===== src/rtl/operand_skid_buffer_pkg.sv =====
// Shared definitions for the operand skid buffer: FSM state type,
// state encodings and small state-decode helpers.
package operand_skid_buffer_pkg;

   typedef logic [1:0] state_t;

   // Number of operand sets held: none, main only, main and skid.
   localparam state_t EMPTY = 2'd0;
   localparam state_t ONE   = 2'd1;
   localparam state_t FULL  = 2'd2;

   // A set is presented downstream whenever main is occupied.
   function automatic logic holds_set(input state_t s);
      return (s == ONE) || (s == FULL);
   endfunction

   // Room for one more set whenever skid is free.
   function automatic logic has_room(input state_t s);
      return (s == EMPTY) || (s == ONE);
   endfunction

endpackage


===== src/rtl/operand_skid_buffer_reg_en.sv =====
// Load-enabled storage register with synchronous active-high clear.
// Ports: clk, reset, en_i (load strobe), d_i (next word), q_o (held word).
module reg_en #(
   parameter int W = 65
) (
   input  logic         clk,
   input  logic         reset,
   input  logic         en_i,
   input  logic [W-1:0] d_i,
   output logic [W-1:0] q_o
);

   logic [W-1:0] data_q;

   always_ff @(posedge clk) begin
      if (reset) begin
         data_q <= '0;
      end else if (en_i) begin
         data_q <= d_i;
      end
   end

   assign q_o = data_q;

endmodule


===== src/rtl/operand_skid_buffer.sv =====
// Two-entry skid buffer in front of a 2:1 selector stage.
// Ports: upstream in_valid/in_ready/in_data0/in_data1/in_selec,
// downstream out_valid/out_ready/out_data0/out_data1/out_selec.
module operand_skid_buffer
   import operand_skid_buffer_pkg::*;
#(
   parameter int Nbits = 32
) (
   input  logic             clk,
   input  logic             reset,
   input  logic             in_valid,
   output logic             in_ready,
   input  logic [Nbits-1:0] in_data0,
   input  logic [Nbits-1:0] in_data1,
   input  logic             in_selec,
   output logic             out_valid,
   input  logic             out_ready,
   output logic [Nbits-1:0] out_data0,
   output logic [Nbits-1:0] out_data1,
   output logic             out_selec
);

   localparam int W = 2 * Nbits + 1;

   state_t state_q, state_d;

   logic         main_en, skid_en, main_from_skid;
   logic [W-1:0] in_word, main_d, main_q, skid_q;

   assign in_word = {in_selec, in_data1, in_data0};
   assign main_d  = main_from_skid ? skid_q : in_word;

   always_ff @(posedge clk) begin
      if (reset) begin
         state_q <= EMPTY;
      end else begin
         state_q <= state_d;
      end
   end

   always_comb begin
      state_d        = state_q;
      main_en        = 1'b0;
      skid_en        = 1'b0;
      main_from_skid = 1'b0;
      case (state_q)
         EMPTY: begin
            if (in_valid) begin
               main_en = 1'b1;
               state_d = ONE;
            end
         end
         ONE: begin
            if (in_valid && out_ready) begin
               main_en = 1'b1;
            end else if (in_valid) begin
               // Downstream stalled: park the new set, keep main presented.
               skid_en = 1'b1;
               state_d = FULL;
            end else if (out_ready) begin
               state_d = EMPTY;
            end
         end
         FULL: begin
            if (out_ready) begin
               main_en        = 1'b1;
               main_from_skid = 1'b1;
               state_d        = ONE;
            end
         end
         default: state_d = EMPTY;
      endcase
   end

   // Handshake outputs come from registered state only; reset masks
   // them so nothing transfers on a reset edge.
   assign in_ready  = has_room(state_q) && !reset;
   assign out_valid = holds_set(state_q) && !reset;

   reg_en #(.W(W)) u_main (
      .clk   (clk),
      .reset (reset),
      .en_i  (main_en),
      .d_i   (main_d),
      .q_o   (main_q)
   );

   reg_en #(.W(W)) u_skid (
      .clk   (clk),
      .reset (reset),
      .en_i  (skid_en),
      .d_i   (in_word),
      .q_o   (skid_q)
   );

   assign out_data0 = main_q[Nbits-1:0];
   assign out_data1 = main_q[2*Nbits-1:Nbits];
   assign out_selec = main_q[W-1];

endmodule


===== config.mk =====
export PLATFORM = sky130hd
export DESIGN_NAME = operand_skid_buffer
export DESIGN_NICKNAME = d
export VERILOG_FILES = /design/src/rtl/operand_skid_buffer_pkg.sv /design/src/rtl/operand_skid_buffer_reg_en.sv /design/src/rtl/operand_skid_buffer.sv
export SDC_FILE = /design/constraint.sdc
export NUM_CORES = 1
export LEC_CHECK = 0
export BUFFER_PORTS_ARGS = -buffer_cell sky130_fd_sc_hd__clkbuf_2
export CAP_MARGIN = 25
export CORE_ASPECT_RATIO = 1.4
export CORE_UTILIZATION = 30
export DETAILED_ROUTE_END_ITERATION = 8
export GPL_TIMING_DRIVEN = 0
export PLACE_DENSITY = 0.53
export SLEW_MARGIN = 10
export SYNTH_ARGS = -nofsm -noshare
export SYNTH_HDL_FRONTEND = slang
export SYNTH_SLANG_ARGS = --single-unit

===== constraint.sdc =====
create_clock -name clk -period 5.1 [get_ports clk]
set_input_delay 0 -clock clk [delete_from_list [all_inputs] [get_ports clk]]
set_output_delay 0 -clock clk [all_outputs]
set_load 0.01 [all_outputs]

==> results_dict.tcl, run 1 <==
set metrics [dict create \
    port_buffers 133 \
    post_cts_buffers 0 \
    coreArea_um2 18100 \
    outcome "completed" \
    worstPathMaxFanout 10 \
    critPathArrivalTime_ns 2.42 \
    grt_pass1_wl_um 27100 \
    cts_buffers 17 \
    drc_errors 0 \
    num-nets-final 975 \
    die_x_um 118 \
    setup_viol 0 \
    powerDensity_nw_per_um2 412 \
    hold_path_depth 4 \
    syn_nets 758 \
    ir_drop_mv 0.188 \
    yosysWarnings 0 \
    fmax_mhz 477 \
    h-tree-depth 4 \
    hpwl_um 11700 \
    avgSynthCellArea_um2 8.22 \
    required_ns 5.42 \
    slowest_delay_ns 0.42 \
    gp_congestion 0.746 \
    end_kind "register" \
    final.setup.tns_ns 0 \
    holdBufCountCts 65 \
    path_cells "inv_1 > ha_1 > buf_2 > nand2_2 > buf_4 > clkbuf_1 > nand2_1 > a311oi_2" \
    leakagePower_uw 0.00310 \
    syn_area_um2 5610 \
    crit_type "register to register" \
    area_growth_syn_to_layout_pct 38.5 \
    wl_per_cell_um 15.0 \
    fin_total_pwr_uw 3200 \
    holdCritPathClass "input port to register" \
    rr_worst_depth 8 \
    clk_transition_reported_paths_ns 0.06 \
    grt.total_usage_pct 18.1 \
    synth_cells 683 \
    critPathLaunchType "register" \
    post-route-period-util_pct 41.1 \
    drive_gt1_share_pct 24.9 \
    dieArea_um2 19300 \
    cts-root-buf "clkbuf_16" \
    die_h_um 164 \
    rsz0062_at_grt "false" \
    slowest_stage "clkbuf_1" \
    grt_pass1_vias 5196 \
    finClkSkew_ns 0.00860 \
    detailroute.via_count 5461 \
    hold_viol 0 \
    core.rowCount 58 \
    initialDrtViolationCount 269 \
    routed_wl_um 17200 \
    max-cap-violations 0 \
    cts_resized 0 \
    firstDrtPassIters 5 \
    synth_sequential_area_ratio_pct 47.1 \
    max_slew_margin_pct 48.3 \
    fin_crit_ns 2.10 \
    antenna_found_initial 0 \
    grt_max_degree 17 \
    slew_viol_final 0 \
    ys_types 24 \
    clock_latency_ns 0.42 \
    synth-seq-cells 132 \
    cts_sinks 132 \
    grt-ovfl-total 0 \
    vias_per_cell 4.74 \
    ioPinCount 136 \
    cts_tree "done" \
    worst_pin_slew_ns 0.776 \
    max-clock-path-buffers 2 \
    antenna_cells 0 \
    start_util_pct 30.9 \
    antenna_left 0 \
]
## path summary, 6_finish.rpt
path / from / to / slack [ns]
setup / recovery: state_q[0] / u_main.q_o[32] / 3.00
hold / removal: in_valid / state_q[1] / 0.1
setup reg to reg: state_q[0] / u_main.q_o[32] / 3.00
hold reg to reg: u_skid.q_o[4] / u_skid.q_o[4] / 0.45
## logic make-up (layout without fill, tap and decap cells)
logic type,after synthesis,count (layout),synth area share [%]
buf+inv,70,299,5.88
fa+ha+maj,6,6,1.34
compound gates,136,136,21.4
simple gates,339,339,24.4
flops,132,132,47.1
## report_power, final
group | leakage, uW | switching, uW | total (uW) | internal, uW
clock | 0.000262 | 451 | 1140 | 690
combinational | 0.00176 | 472 | 805 | 333
sequential | 0.00108 | 79.5 | 1250 | 1180
## layer usage
| metal | global-route usage [%] | up-vias | wire, um |
|---|---|---|---|
| met5 | 0 | - | 0 |
| met4 | 8.45 | 0 | 333 |
| met3 | 3.44 | 20 | 467 |
| met2 | 32.5 | 109 | 9200 |
| met1 | 20.5 | 2551 | 7230 |
| li1 | - | 2781 | - |
## synthesized netlist by cell type
master    count  area [um^2]
a21boi_0      1         7.51
o41ai_1       1         8.76
buf_2        12         60.1
nand2_2       1         6.26
buf_4         6         45.0
a31oi_2       1         12.5
clkbuf_1     34          128
inv_1         4         15.0
buf_6         4         45.0
or2_2         1         6.26
nor2b_1       2         12.5
a311oi_1     25          219
a21oi_1      65          325
nor4_1        1         6.26
ha_1          6         75.1
a31o_2        1         8.76
nand2_1     199          747
dfxtp_1     132         2640
o21bai_1      1         7.51
buf_1        10         37.5
nand3_1      66          330
nor2_1       69          259
a311oi_2     40          601
a211o_1       1         8.76
## layout make-up
| type | instances | area [um^2] |
|---|---|---|
| Buffer | 66 | 315 |
| Clock buffer | 22 | 464 |
| Clock inverter | 9 | 81.3 |
| Fill cell | 1956 | 10400 |
| Inverter | 4 | 15.0 |
| Multi-Input combinational cell | 481 | 2640 |
| Sequential cell | 132 | 2640 |
| Tap cell | 240 | 300 |
| Timing Repair Buffer | 198 | 1320 |
## worst max-delay path: cells and delay by family (launching register included)
kind            cells  cell delay, ns
buf+inv             4            0.91
flops               1            0.38
compound gates      1            0.27
fa+ha+maj           1            0.20
simple gates        2            0.23
## sequential cells by signal, indices dropped and copies added (netlist names)
| signal | cells |
|---|---|
| state_q | 2 |
| u_main.q_o | 65 |
| u_skid.q_o | 65 |
## cell usage in the layout (no fill, tap or decap), types with 4 or more instances in the layout
cell	count
a311oi_2	40
inv_1	4
a311oi_1	25
buf_1	10
nor2_1	69
clkbuf_1	37
nand2_1	199
clkbuf_16	17
nand3_1	66
buf_2	12
ha_1	6
a21oi_1	65
clkbuf_2	133
dfxtp_1	132
dlygate4sd3_1	65
clkinv_2	4
buf_4	6
buf_6	4
## metrics by stage
stage,util (%),setup WS [ns],hold slack (ns),cells,instance area (um^2)
floorplan,-,3.42,0.136,683,5610
global placement,36.3,2.98,0.242,1056,6580
detailed placement,36.3,3.00,0.244,1056,6580
CTS,42.9,2.98,0.0661,1152,7780
global route,42.9,2.80,0.0856,1152,7780
finish,42.9,3.00,0.0995,1152,7780
(Power assumes the default switching activity.)
==> inputs of run 2 (changes only) <==
Settings changed: ABC_AREA set to 1.
Clock period 5.1 ns to 2.1 ns, I/O delays scaled along.
==> results_dict.tcl, run 2 <==
set metrics [dict create \
    outcome "completed" \
    antenna_found_initial 0 \
    synthTopCellsByCount "nand2_1 (207), nand3_1 (134), dfxtp_1 (132), a21oi_1 (131), inv_1 (73)" \
    hold_viol 0 \
    syn_area_um2 5820 \
    synth_adder_area_share_pct 1.29 \
    crit_family "buffers and inverters" \
    cts_tree "done" \
    post_cts_buffers 0 \
    grt_pass1_vias 5578 \
    final_common_cell "nand2_1" \
    critPathLaunchType "register" \
    cts-root-buf "clkbuf_16" \
    grt-ovfl-total 0 \
    port_buffers 134 \
    setup_viol 0 \
    die_h_um 167 \
    synthXorXnorAreaFrac_pct 0 \
    post-route-period-util_pct 88.0 \
    path_cells "inv_1 > ha_1 > buf_2 > nand2_1 > buf_4 > buf_2 > nand2_1 > nand2_1 > nand3_1 > a21oi_1" \
    met1_usage_pct 22.7 \
    synth_cells 828 \
    ys_types 15 \
    max-cap-violations 0 \
    layout_common_cells "nand2_1 (207), clkbuf_2 (137), nand3_1 (134), dfxtp_1 (132), a21oi_1 (131)" \
    antenna_left 0 \
    cts_sinks 132 \
    start_util_pct 30.9 \
    synth.most_common_cell "nand2_1" \
    fmax_mhz 541 \
    worstPathMaxFanout 10 \
    holdCritPathClass "input port to register" \
    gp_congestion 0.763 \
    hpwl_um 12400 \
    routed_wl_um 17700 \
    final.setup.tns_ns 0 \
    top_usage_layer "met2" \
    max-clock-path-buffers 2 \
    grt_pass1_wl_um 28700 \
    synth_top_family_by_area "simple AND/OR/NAND/NOR gates" \
    required_ns 2.45 \
    clock_latency_ns 0.42 \
    clk_transition_reported_paths_ns 0.06 \
    ioPinCount 136 \
    grt_max_degree 17 \
    wl_per_cell_um 13.6 \
    drc_errors 0 \
    leakagePower_uw 0.00358 \
    grt.total_usage_pct 18.4 \
    num-nets-final 1122 \
    muxShareOfSynthArea_pct 0 \
    firstDrtPassIters 5 \
    crit_type "register to register" \
    met3_usage_pct 3.66 \
    initialDrtViolationCount 389 \
    coreArea_um2 18800 \
    cp_num_buf_inv 4 \
    core.rowCount 59 \
    slowest_stage "dfxtp_1" \
    yosysWarnings 0 \
    yosys.area_share.simple_pct 25.3 \
    cts_resized 0 \
    slowest_delay_ns 0.38 \
    fill_cells 2025 \
    max_slew_margin_pct 51.2 \
    whs_ns 0.122 \
    fin_crit_ns 1.85 \
    holdBufCountCts 66 \
    multi_input_area_um2 2530 \
    synth-compound-area-share_pct 16.8 \
    synth-seq-cells 132 \
    place_ws_ns 0.241 \
    async_reset_ff_share_pct 0 \
    synth_ff_type "dfxtp_1" \
    antenna_cells 0 \
    critPathArrivalTime_ns 2.19 \
    cts_buffers 17 \
    yosysTopAreaCell "dfxtp_1" \
    synth_sequential_area_ratio_pct 45.4 \
    worst_pin_slew_ns 0.732 \
    yosysTopAreaCellShare_pct 45.4 \
    syn_nets 903 \
    die_x_um 120 \
    powerDensity_nw_per_um2 923 \
    rsz0062_at_grt "false" \
    synth_edf_count 0 \
    grtUsageMet2_pct 31.7 \
    cpMostUsedCell "nand2_1" \
    dieArea_um2 20000 \
    vias_per_cell 4.58 \
    detailroute.via_count 5969 \
    finClkSkew_ns 0.00769 \
    h-tree-depth 4 \
    area_growth_syn_to_layout_pct 38.5 \
    fin_ws_ns 0.252 \
    slew_viol_final 0 \
    synth.area.top_cells "dfxtp_1 (45%), nand2_1 (13%), nand3_1 (12%), a21oi_1 (11%), o21ai_0 (5.6%)" \
    layout.area.seq_um2 2640 \
    avgSynthCellArea_um2 7.03 \
    end_kind "register" \
    drive_gt1_share_pct 20.2 \
    ir_drop_mv 0.453 \
]
run 2: per-stage QoR:
step / std cells / utilization (%) / power [uW] / cell area [um^2]
3_5_place_dp: 1206 / 36.1 / 4380 / 6800
3_3_place_gp: 1206 / 36.1 / 4370 / 6800
4_1_cts: 1304 / 42.8 / 7560 / 8070
5_1_grt: 1304 / 42.8 / 7880 / 8070
2_1_floorplan: 828 / - / 3840 / 5820
6_report: 1304 / 42.8 / 7450 / 8070
run 2: worst paths after layout:
path	slack (ns)	start	cells after the start	to
min	0.12	out_ready	6	state_q[1]
max	0.25	state_q[0]	10	u_main.q_o[29]
min reg2reg	0.44	u_skid.q_o[29]	2	u_skid.q_o[29]
max reg2reg	0.25	state_q[0]	10	u_main.q_o[29]
run 2: cell type report:
| cell class | count | share of cell area, % |
|---|---|---|
| sequential | 132 | 32.8 |
| multi-input combinational | 550 | 31.4 |
| timing repair buffer | 200 | 16.5 |
| clock buffer | 17 | 5.27 |
| buffer | 72 | 4.62 |
| tap | 244 | 3.79 |
| inverter | 74 | 3.44 |
| clock inverter | 15 | 2.23 |
run 2: logic make-up after synthesis:
kind of cell	Yosys count
compound gates	196
fa+ha+maj	6
simple gates	348
flops	132
buf+inv	146
run 2: power breakdown:
group / switching, uW / internal, uW
clock network: 1170 / 1870
logic: 888 / 605
registers: 135 / 2770
total: 2200 / 5250
run 2: layer usage:
metal,vias to the layer above,wire length (um)
met5,-,0
met4,0,244
met2,145,8800
met1,2657,7930
met3,20,751
li1,3147,-
run 2: tightest hold or removal path: cells and delay by family:
kind | cells | cell delay, ns
buffers and inverters | 2 | 0.17
and+or+nand+nor | 3 | 0.24
AOI/OAI and AO/OA | 1 | 0.07
==> inputs of run 3 (changes only) <==
Settings changed: ABC_AREA 1 to 0.
==> results_dict.tcl, run 3 (same netlist as run 1, synthesis figures left out) <==
set metrics [dict create \
    outcome "completed" \
    cts_tree "done" \
    cts_buffers 17 \
    hpwl_um 11700 \
    fmax_mhz 519 \
    vias_per_cell 4.74 \
    powerDensity_nw_per_um2 999 \
    crit_type "register to register" \
    drive_gt1_share_pct 26.0 \
    die_h_um 164 \
    start_util_pct 30.9 \
    grt_pass1_wl_um 27100 \
    setup_viol 0 \
    holdCritPathClass "input port to register" \
    area_growth_syn_to_layout_pct 39.0 \
    firstDrtPassIters 4 \
    die_x_um 118 \
    grt.total_usage_pct 18.1 \
    finClkSkew_ns 0.00798 \
    critPathArrivalTime_ns 2.25 \
    fin_crit_ns 1.93 \
    grt_max_degree 17 \
    num-nets-final 975 \
    initialDrtViolationCount 261 \
    crit_path_start "state_q[0]" \
    max-clock-path-buffers 2 \
    gp_congestion 0.746 \
    routed_wl_um 17300 \
    dieArea_um2 19300 \
    ir_drop_mv 0.458 \
    antenna_left 0 \
    fin_total_pwr_uw 7800 \
    hold_viol 0 \
    critPathLaunchType "register" \
    crit_end "u_main.q_o[32]" \
    r2r_start "state_q[0]" \
    detailroute.via_count 5459 \
    wl_per_cell_um 15.0 \
    clock_latency_ns 0.42 \
    leakagePower_uw 0.00313 \
    worstPathMaxFanout 10 \
    final_common_cell "nand2_1" \
    whs_ns 0.0975 \
    max-cap-violations 0 \
    cts_sinks 132 \
    core.rowCount 58 \
    r2r-end "u_main.q_o[32]" \
    grt-ovfl-total 0 \
    antenna_cells 0 \
    rsz0062_at_grt "false" \
    clk_transition_reported_paths_ns 0.06 \
    drc_errors 0 \
    layout_common_cells "nand2_1 (199), clkbuf_2 (143), dfxtp_1 (132), nor2_1 (69), nand3_1 (66)" \
    slew_viol_final 0 \
    worst_pin_slew_ns 0.788 \
    max_slew_margin_pct 47.4 \
    grt_pass1_vias 5196 \
    post-route-period-util_pct 91.8 \
    coreArea_um2 18100 \
    rr_worst_depth 8 \
    ioPinCount 136 \
    end_kind "register" \
    antenna_found_initial 0 \
    final.setup.tns_ns 0 \
    cts-root-buf "clkbuf_16" \
    h-tree-depth 4 \
    port_buffers 133 \
    r2r_slack_ns 0.17 \
    required_ns 2.42 \
]
==> run 3: power breakdown <==
group          switching, uW  total, uW  internal, uW
clock                   1100       2780          1680
sequential               193       3050          2850
combinational           1150       1970           821
total                   2450       7800          5350
==> run 3: critical path, stage by stage, from the launching register on <==
cell	delay, ns
dfxtp_1	0.38
inv_1	0.11
ha_1	0.20
buf_2	0.17
nand2_2	0.12
buf_4	0.22
clkbuf_2	0.28
nand2_1	0.10
a311oi_2	0.26
==> run 3: cell type report <==
class	count	area (um^2)
fill	1945	10300
multi-input combinational	481	2650
sequential	132	2640
timing repair buffer	198	1320
clock buffer	22	464
buffer	66	334
tap	240	300
clock inverter	9	81.3
inverter	4	15.0
==> run 3: per-stage QoR <==
| stage | util, % | std cells | cell area (um^2) | worst slack (ns) |
|---|---|---|---|---|
| 6_report | 43.0 | 1152 | 7800 | 0.173 |
| 3_5_place_dp | 36.3 | 1056 | 6580 | -0.00383 |
| 5_1_grt | 43.0 | 1152 | 7800 | 0.00319 |
| 3_3_place_gp | 36.3 | 1056 | 6580 | -0.0162 |
| 4_1_cts | 42.9 | 1152 | 7780 | 0.00705 |
| 2_1_floorplan | - | 683 | 5610 | 0.418 |
==> run 3: worst min-delay path by stage <==
stage,startpoint,slack [ns],depth (start not counted),to
floorplan,in_data0[0],0.14,2,u_skid.q_o[0]
global placement,in_data1[6],0.24,3,u_skid.q_o[38]
detailed placement,in_data1[6],0.24,3,u_skid.q_o[38]
CTS,out_ready,0.07,4,state_q[0]
global route,in_valid,0.09,4,state_q[1]
finish,in_valid,0.1,4,state_q[1]
==> run 3: metal layers <==
metal	GRT usage (%)	share of wire, %
met3	3.44	3.1
met1	20.5	42
met4	8.45	1.9
met2	32.5	54
met5	0	0
==> run 3: timing repair <==
| item | in CTS | in global routing |
|---|---|---|
| hold buffers | 65 | 0 |
| setup endpoints to repair | 18 | 69 |
| setup buffers | 0 | 0 |
| endpoints found under the hold margin | 130 | 0 |
| gates cloned | 0 | 0 |
| gates resized for setup | 4 | 12 |
